## src/rtl/axi_wr_sink_mem.sv

```systemverilog
// AXI3-style write-only slave storing beats in a small register-array memory,
// with a 1-cycle local read port. Optional wid/awid checking via AXI_SINK_ID_CHECK_EN.
module axi_wr_sink_mem #(
  parameter int unsigned DATA_WIDTH = 32,
  parameter int unsigned ADDR_WIDTH = 64,
  parameter int unsigned MEM_DEPTH  = 16,
  parameter logic [ADDR_WIDTH-1:0] BASE_ADDR = '0
) (
  input  logic                         clk,
  input  logic                         areset,
  input  logic [3:0]                   awid_i,
  input  logic [3:0]                   awlen_i,
  input  logic [2:0]                   awsize_i,
  input  logic [1:0]                   awburst_i,
  input  logic [ADDR_WIDTH-1:0]        awaddr_i,
  input  logic                         awvalid_i,
  output logic                         awready_o,
  input  logic [3:0]                   wid_i,
  input  logic [DATA_WIDTH-1:0]        wdata_i,
  input  logic [3:0]                   wstrb_i,
  input  logic                         wlast_i,
  input  logic                         wvalid_i,
  output logic                         wready_o,
  output logic [3:0]                   bid_o,
  output logic [1:0]                   bresp_o,
  output logic                         bvalid_o,
  input  logic                         bready_i,
  input  logic [$clog2(MEM_DEPTH)-1:0] rd_addr_i,
  output logic [DATA_WIDTH-1:0]        rd_data_o,
  output logic [15:0]                  wr_count_o
);

  localparam int unsigned IW = $clog2(MEM_DEPTH);
  // Running index is wider than IW so an INCR burst running past the end stays detectable.
  localparam int unsigned XW = 9;
  localparam logic [XW-1:0] DEPTH_X = XW'(MEM_DEPTH);

  typedef enum logic [1:0] {
    ST_IDLE = 2'd0,
    ST_DATA = 2'd1,
    ST_RESP = 2'd2
  } state_e;

  function automatic logic [DATA_WIDTH-1:0] merge_bytes(
    input logic [DATA_WIDTH-1:0] old_w,
    input logic [DATA_WIDTH-1:0] new_w,
    input logic [3:0]            strb
  );
    logic [DATA_WIDTH-1:0] res;
    res = old_w;
    for (int k = 0; k < 4; k++) begin
      if (strb[k]) begin
        res[8*k +: 8] = new_w[8*k +: 8];
      end else begin
        res[8*k +: 8] = old_w[8*k +: 8];
      end
    end
    return res;
  endfunction

  function automatic logic [XW-1:0] wrap_next(input logic [XW-1:0] idx, input logic [3:0] len);
    logic [XW-1:0] mask;
    mask = XW'(len);
    return (idx & ~mask) | ((idx + XW'(1)) & mask);
  endfunction

  state_e                 state_q, state_d;
  logic [3:0]             id_q, id_d;
  logic [3:0]             len_q, len_d;
  logic [1:0]             burst_q, burst_d;
  logic [XW-1:0]          idx_q, idx_d;
  logic [3:0]             beat_q, beat_d;
  logic                   err_q, err_d;
  logic                   supp_q, supp_d;
  logic                   awready_q, awready_d;
  logic                   wready_q, wready_d;
  logic                   bvalid_q, bvalid_d;
  logic [3:0]             bid_q, bid_d;
  logic [1:0]             bresp_q, bresp_d;
  logic [15:0]            count_q, count_d;
  logic [DATA_WIDTH-1:0]  rd_data_q;
  logic [DATA_WIDTH-1:0]  mem_q [MEM_DEPTH];

  logic [ADDR_WIDTH-1:0]  addr_off_s;
  logic [ADDR_WIDTH-1:0]  word_s;
  logic                   aw_err_s;
  logic                   id_ok_s;
  logic                   in_range_s;
  logic                   last_s;
  logic                   we_s;
  logic                   unused_s;

  assign addr_off_s = awaddr_i - BASE_ADDR;
  assign word_s     = addr_off_s >> 2;
  assign aw_err_s   = (awsize_i != 3'd2)
                   || (awaddr_i < BASE_ADDR)
                   || (word_s >= ADDR_WIDTH'(MEM_DEPTH))
                   || ((awburst_i == 2'b10) && !(awlen_i inside {4'd1, 4'd3, 4'd7, 4'd15}));
  assign in_range_s = (idx_q < DEPTH_X);
  assign last_s     = (beat_q == len_q);

`ifdef AXI_SINK_ID_CHECK_EN
  assign id_ok_s  = (wid_i == id_q);
  assign unused_s = 1'b0;
`else
  assign id_ok_s  = 1'b1;
  assign unused_s = ^wid_i;
`endif

  // Next-state, burst bookkeeping and registered-output decode.
  always_comb begin
    state_d   = state_q;
    id_d      = id_q;
    len_d     = len_q;
    burst_d   = burst_q;
    idx_d     = idx_q;
    beat_d    = beat_q;
    err_d     = err_q;
    supp_d    = supp_q;
    count_d   = count_q;
    we_s      = 1'b0;
    case (state_q)
      ST_IDLE: begin
        if (awvalid_i && awready_q) begin
          id_d    = awid_i;
          len_d   = awlen_i;
          burst_d = awburst_i;
          idx_d   = word_s[XW-1:0];
          beat_d  = 4'd0;
          err_d   = aw_err_s;
          supp_d  = aw_err_s;
          state_d = ST_DATA;
        end else begin
          state_d = ST_IDLE;
        end
      end
      ST_DATA: begin
        if (wvalid_i && wready_q) begin
          we_s = !supp_q && id_ok_s && in_range_s;
          if (!in_range_s || !id_ok_s || (wlast_i != last_s)) begin
            err_d = 1'b1;
          end else begin
            err_d = err_q;
          end
          case (burst_q)
            2'b01:   idx_d = idx_q + XW'(1);
            2'b10:   idx_d = wrap_next(idx_q, len_q);
            default: idx_d = idx_q;
          endcase
          if (last_s) begin
            state_d = ST_RESP;
          end else begin
            beat_d = beat_q + 4'd1;
          end
        end else begin
          state_d = ST_DATA;
        end
      end
      ST_RESP: begin
        if (bvalid_q && bready_i) begin
          state_d = ST_IDLE;
          if (!err_q && (count_q != 16'hFFFF)) begin
            count_d = count_q + 16'd1;
          end else begin
            count_d = count_q;
          end
        end else begin
          state_d = ST_RESP;
        end
      end
      default: begin
        state_d = ST_IDLE;
      end
    endcase

    awready_d = (state_d == ST_IDLE);
    wready_d  = (state_d == ST_DATA);
    bvalid_d  = (state_d == ST_RESP);
    if (state_d == ST_RESP) begin
      bid_d   = id_d;
      bresp_d = err_d ? 2'b10 : 2'b00;
    end else begin
      bid_d   = bid_q;
      bresp_d = bresp_q;
    end
  end

  // Control and handshake registers.
  always_ff @(posedge clk or negedge areset) begin
    if (!areset) begin
      state_q   <= ST_IDLE;
      id_q      <= 4'd0;
      len_q     <= 4'd0;
      burst_q   <= 2'b00;
      idx_q     <= '0;
      beat_q    <= 4'd0;
      err_q     <= 1'b0;
      supp_q    <= 1'b0;
      awready_q <= 1'b1;
      wready_q  <= 1'b0;
      bvalid_q  <= 1'b0;
      bid_q     <= 4'd0;
      bresp_q   <= 2'b00;
      count_q   <= 16'd0;
    end else begin
      state_q   <= state_d;
      id_q      <= id_d;
      len_q     <= len_d;
      burst_q   <= burst_d;
      idx_q     <= idx_d;
      beat_q    <= beat_d;
      err_q     <= err_d;
      supp_q    <= supp_d;
      awready_q <= awready_d;
      wready_q  <= wready_d;
      bvalid_q  <= bvalid_d;
      bid_q     <= bid_d;
      bresp_q   <= bresp_d;
      count_q   <= count_d;
    end
  end

  // Storage array; cleared on reset so an aborted burst leaves nothing behind.
  always_ff @(posedge clk or negedge areset) begin
    if (!areset) begin
      for (int i = 0; i < MEM_DEPTH; i++) begin
        mem_q[i] <= '0;
      end
    end else if (we_s) begin
      mem_q[idx_q[IW-1:0]] <= merge_bytes(mem_q[idx_q[IW-1:0]], wdata_i, wstrb_i);
    end
  end

  // Local read port, one cycle of latency.
  always_ff @(posedge clk or negedge areset) begin
    if (!areset) begin
      rd_data_q <= '0;
    end else if (32'(rd_addr_i) < MEM_DEPTH) begin
      rd_data_q <= mem_q[rd_addr_i];
    end else begin
      rd_data_q <= '0;
    end
  end

  assign awready_o  = awready_q;
  assign wready_o   = wready_q;
  assign bvalid_o   = bvalid_q;
  assign bid_o      = bid_q;
  assign bresp_o    = bresp_q;
  assign rd_data_o  = rd_data_q;
  assign wr_count_o = count_q;

endmodule

```

## config.mk

```make
export PLATFORM = sky130hd
export DESIGN_NAME = axi_wr_sink_mem
export DESIGN_NICKNAME = d
export VERILOG_FILES = /design/src/rtl/axi_wr_sink_mem.sv
export SDC_FILE = /design/constraint.sdc
export NUM_CORES = 1
export LEC_CHECK = 0
export CORE_MARGIN = 4
export CORE_UTILIZATION = 40
export CTS_CLUSTER_SIZE = 30
export DETAILED_ROUTE_END_ITERATION = 7
export PLACE_DENSITY = 0.6
export SYNTH_ARGS = -nofsm -noshare
export SYNTH_HDL_FRONTEND = slang
export SYNTH_SLANG_ARGS = --single-unit
```

## constraint.sdc

```tcl
create_clock -name clk -period 6.9 [get_ports clk]
set_input_delay 2.07 -clock clk [delete_from_list [all_inputs] [get_ports clk]]
set_output_delay 2.07 -clock clk [all_outputs]
set_load 0.03 [all_outputs]
```

==> results.yml <==
run_status:
  outcome: "finished clean"
timing:
  finalClockSkew_ns: 0.0267
  finalWorstSetupSlack_ns: 2.29
  worst_pin_slew_ns: 1.29
  rsz0062_at_grt: "false"
  hold_viol: 0
  fmax_ghz: 0.217
  setup_viol: 0
  slew_headroom: 0.134
  period_share: 0.668
  post-route-min-period_ns: 4.61
  finalSetupTns_ns: 0
  drv_slew: 0
critical_path:
  reg2reg_setup_slack_ns: 2.82
  required_ns: 7.32
  end_kind: "flop"
  cpPeakStageDelay_ns: 1.00
  startpoint_type: "primary input"
  worstPathMaxFanout: 23
  worst-path-buf-inv: 2
  worst_path_most_repeated_cell: "nand2_1"
  arrival_ns: 5.03
  critPathKind: "in -> reg"
  cp_top_family: "simple AND/OR/NAND/NOR gates"
  crit_slowest_cell: "nor2_4"
  path_cells: "clkdlybuf4s50_1, nand2_1, nor4_2, nand2_1, nor2_4, buf_4, a21oi_1"
power_and_ir_drop:
  p_clk_frac: 0.356
  vdd_drop_max_mv: 0.266
  comb_power_share: 0.258
  p_sw_frac: 0.335
  seq_power_share: 0.387
  internal-power_mw: 7.24
  power_density_mw_per_mm2: 310
  power_leakage_nw: 15.5
  power.switching_mw: 3.64
layout:
  stdcell_area_mm2: 0.0351
  fillers: 6607
  area_growth_pct: 17.0
  multiInputGateArea_mm2: 0.0142
  layout-drive-gt1-share: 0.229
  ff_latch_area_mm2: 0.0149
  nets: 2870
yosys:
  syn_area_per_cell_um2: 11.3
  synth_common_cells: "dfrtp_1, nor2_1, a21oi_1, mux4_2, mux2_2"
  ys_async_sr_fraction: 1.00
  syn_area_mm2: 0.0300
  synth_most_common_cell: "dfrtp_1"
  synthTopCellsByArea: "dfrtp_1, mux4_2, a21oi_1"
  yosys.area.top_type: "dfrtp_1"
  synth_edf_count: 0
  synth_top_area_share: 0.495
  synth-warning-count: 0
  syn_nets: 2782
  synth_ff_type: "dfrtp_1"
  ys_types: 54
  ys_seq_area_frac: 0.496
  synth_seq_cells: 595
  synthCells: 2649
job:
  max_cap_viol_count: 0
min_path:
  hold_path_class: "reg -> reg"
global_routing:
  antenna_found_initial: 4
  grt_pass1_vias: 24500
  track_usage: 0.254
  grt_pass1_wl_mm: 152
  grt_max_degree: 169
  grt.overflow.total: 0
placement:
  gp_congestion: 0.821
  io_buffers: 176
  hpwlAfterDp_mm: 58.8
  dpl_worst_slack_ns: 1.73
  placed_area_mm2: 0.0327
clocking:
  htreeDepth: 3
  clkTransAtPathRegs_ns: 0.05
  cts_root_buffer: "clkbuf_16"
  cts.sinks: 595
  clock_path_buffers: 3
  clock_latency_ns: 0.63
  cts_setup_buffers: 0
  cts_hold_buf: 0
  ctsResizeCount: 0
  numCtsBuffers: 71
  tritoncts: "built"
detailed_routing:
  ant_nets: 0
  wl_mm: 101
  drtIter0Drc: 2688
  via_per_inst: 6.28
  avgRoutedWirePerCell_um: 27.0
  vias: 23600
  dr.pass1.iters: 6
  drc_errors: 0
floorplanning:
  core_region_area_mm2: 0.0744
  die_y_um: 282
  io_pins: 184
  die_area_mm2: 0.0795
  chipWidth_um: 282
  num_rows: 100
  initial_utilization: 0.403
[tightest hold or removal path, cell delays in order (launching register included)]
cell and delay, ns:
dfrtp_1 0.32, nand2_1 0.04, nand2_1 0.07
[logic make-up (layout without fill, tap and decap cells)]
kind of cell / after synthesis / count (layout) / share of synthesized area
AND/OR/NAND/NOR: 733 / 733 / 0.106
AO/OA/AOI/OAI: 691 / 691 / 0.133
flip-flops: 595 / 595 / 0.496
multiplexers: 360 / 360 / 0.219
buffers and inverters: 244 / 388 / 0.0376
XOR/XNOR: 19 / 19 / 0.00554
adder cells (fa/ha/maj): 6 / 6 / 0.00250
other: 1 / 3 / 0.000125
[flip-flops by register name (all words and copies together), names as in the netlist, 2 cells and up, named ones only]
signal,count
bid_o,4
id_q,4
state_q,2
mem_q,512
wr_count_o,16
burst_q,2
idx_q,6
len_q,4
beat_q,4
rd_data_o,32
[cell usage in the layout (no fill, tap or decap), types with 18 or more instances in the layout]
cell type / netlist / final
dfrtp_1: 594 / 592
clkbuf_16: 0 / 72
o22ai_1: 68 / 68
mux2_2: 134 / 134
nor4_1: 18 / 18
mux4_2: 224 / 224
buf_4: 18 / 64
nand2_1: 49 / 49
a211oi_2: 32 / 32
a21oi_1: 513 / 513
nor2_1: 550 / 538
nor3_1: 41 / 37
clkdlybuf4s50_1: 0 / 171
clkbuf_8: 0 / 18
a22o_1: 33 / 33
[stage by stage]
step,instances,utilization,hold WS [ns],power [mW]
CTS,3762,0.472,0.466,10.9
global placement,3633,0.439,0.457,6.94
floorplan,2649,-,0.436,6.06
detailed placement,3633,0.439,0.454,7.02
finish,3764,0.472,0.463,10.9
global route,3762,0.472,0.485,11.3
[per-layer routing]
metal  vias to the layer above  GRT usage  part of all wire
li1                       9864          -                 -
met1                     12000      0.327              0.37
met2                      1486      0.405              0.47
met3                       312     0.0768              0.12
met4                         4      0.102             0.040
met5                         -          0           0.00034
[power by group through the flow]
stage          clock network (mW)  logic, mW  registers, mW
4_1_cts                      3.94       2.77           4.20
5_1_grt                      4.08       2.98           4.26
3_5_place_dp                    0       2.76           4.26
3_3_place_gp                    0       2.71           4.23
6_report                     3.87       2.80           4.21
2_1_floorplan                   0       1.94           4.12
[area by class of cell]
class / count / area share
tap: 969 / 0.0345
antenna: 2 / 0.000142
clock buffer: 102 / 0.0593
timing repair buffer: 246 / 0.0672
sequential: 595 / 0.424
multi-input combinational: 1810 / 0.403
inverter: 13 / 0.00139
clock inverter: 27 / 0.0100
[final timing paths]
path	startpoint	endpoint	cells past startpoint
min	id_q[3]	id_q[3]	2
max reg2reg	idx_q[0]	mem_q[284]	6
max	wvalid_i	mem_q[274]	7
min in group asynchronous	areset	mem_q[478]	1
min reg2reg	id_q[3]	id_q[3]	2
max in group asynchronous	areset	mem_q[157]	2
No activity file was read; power rests on OpenSTA's default activity.
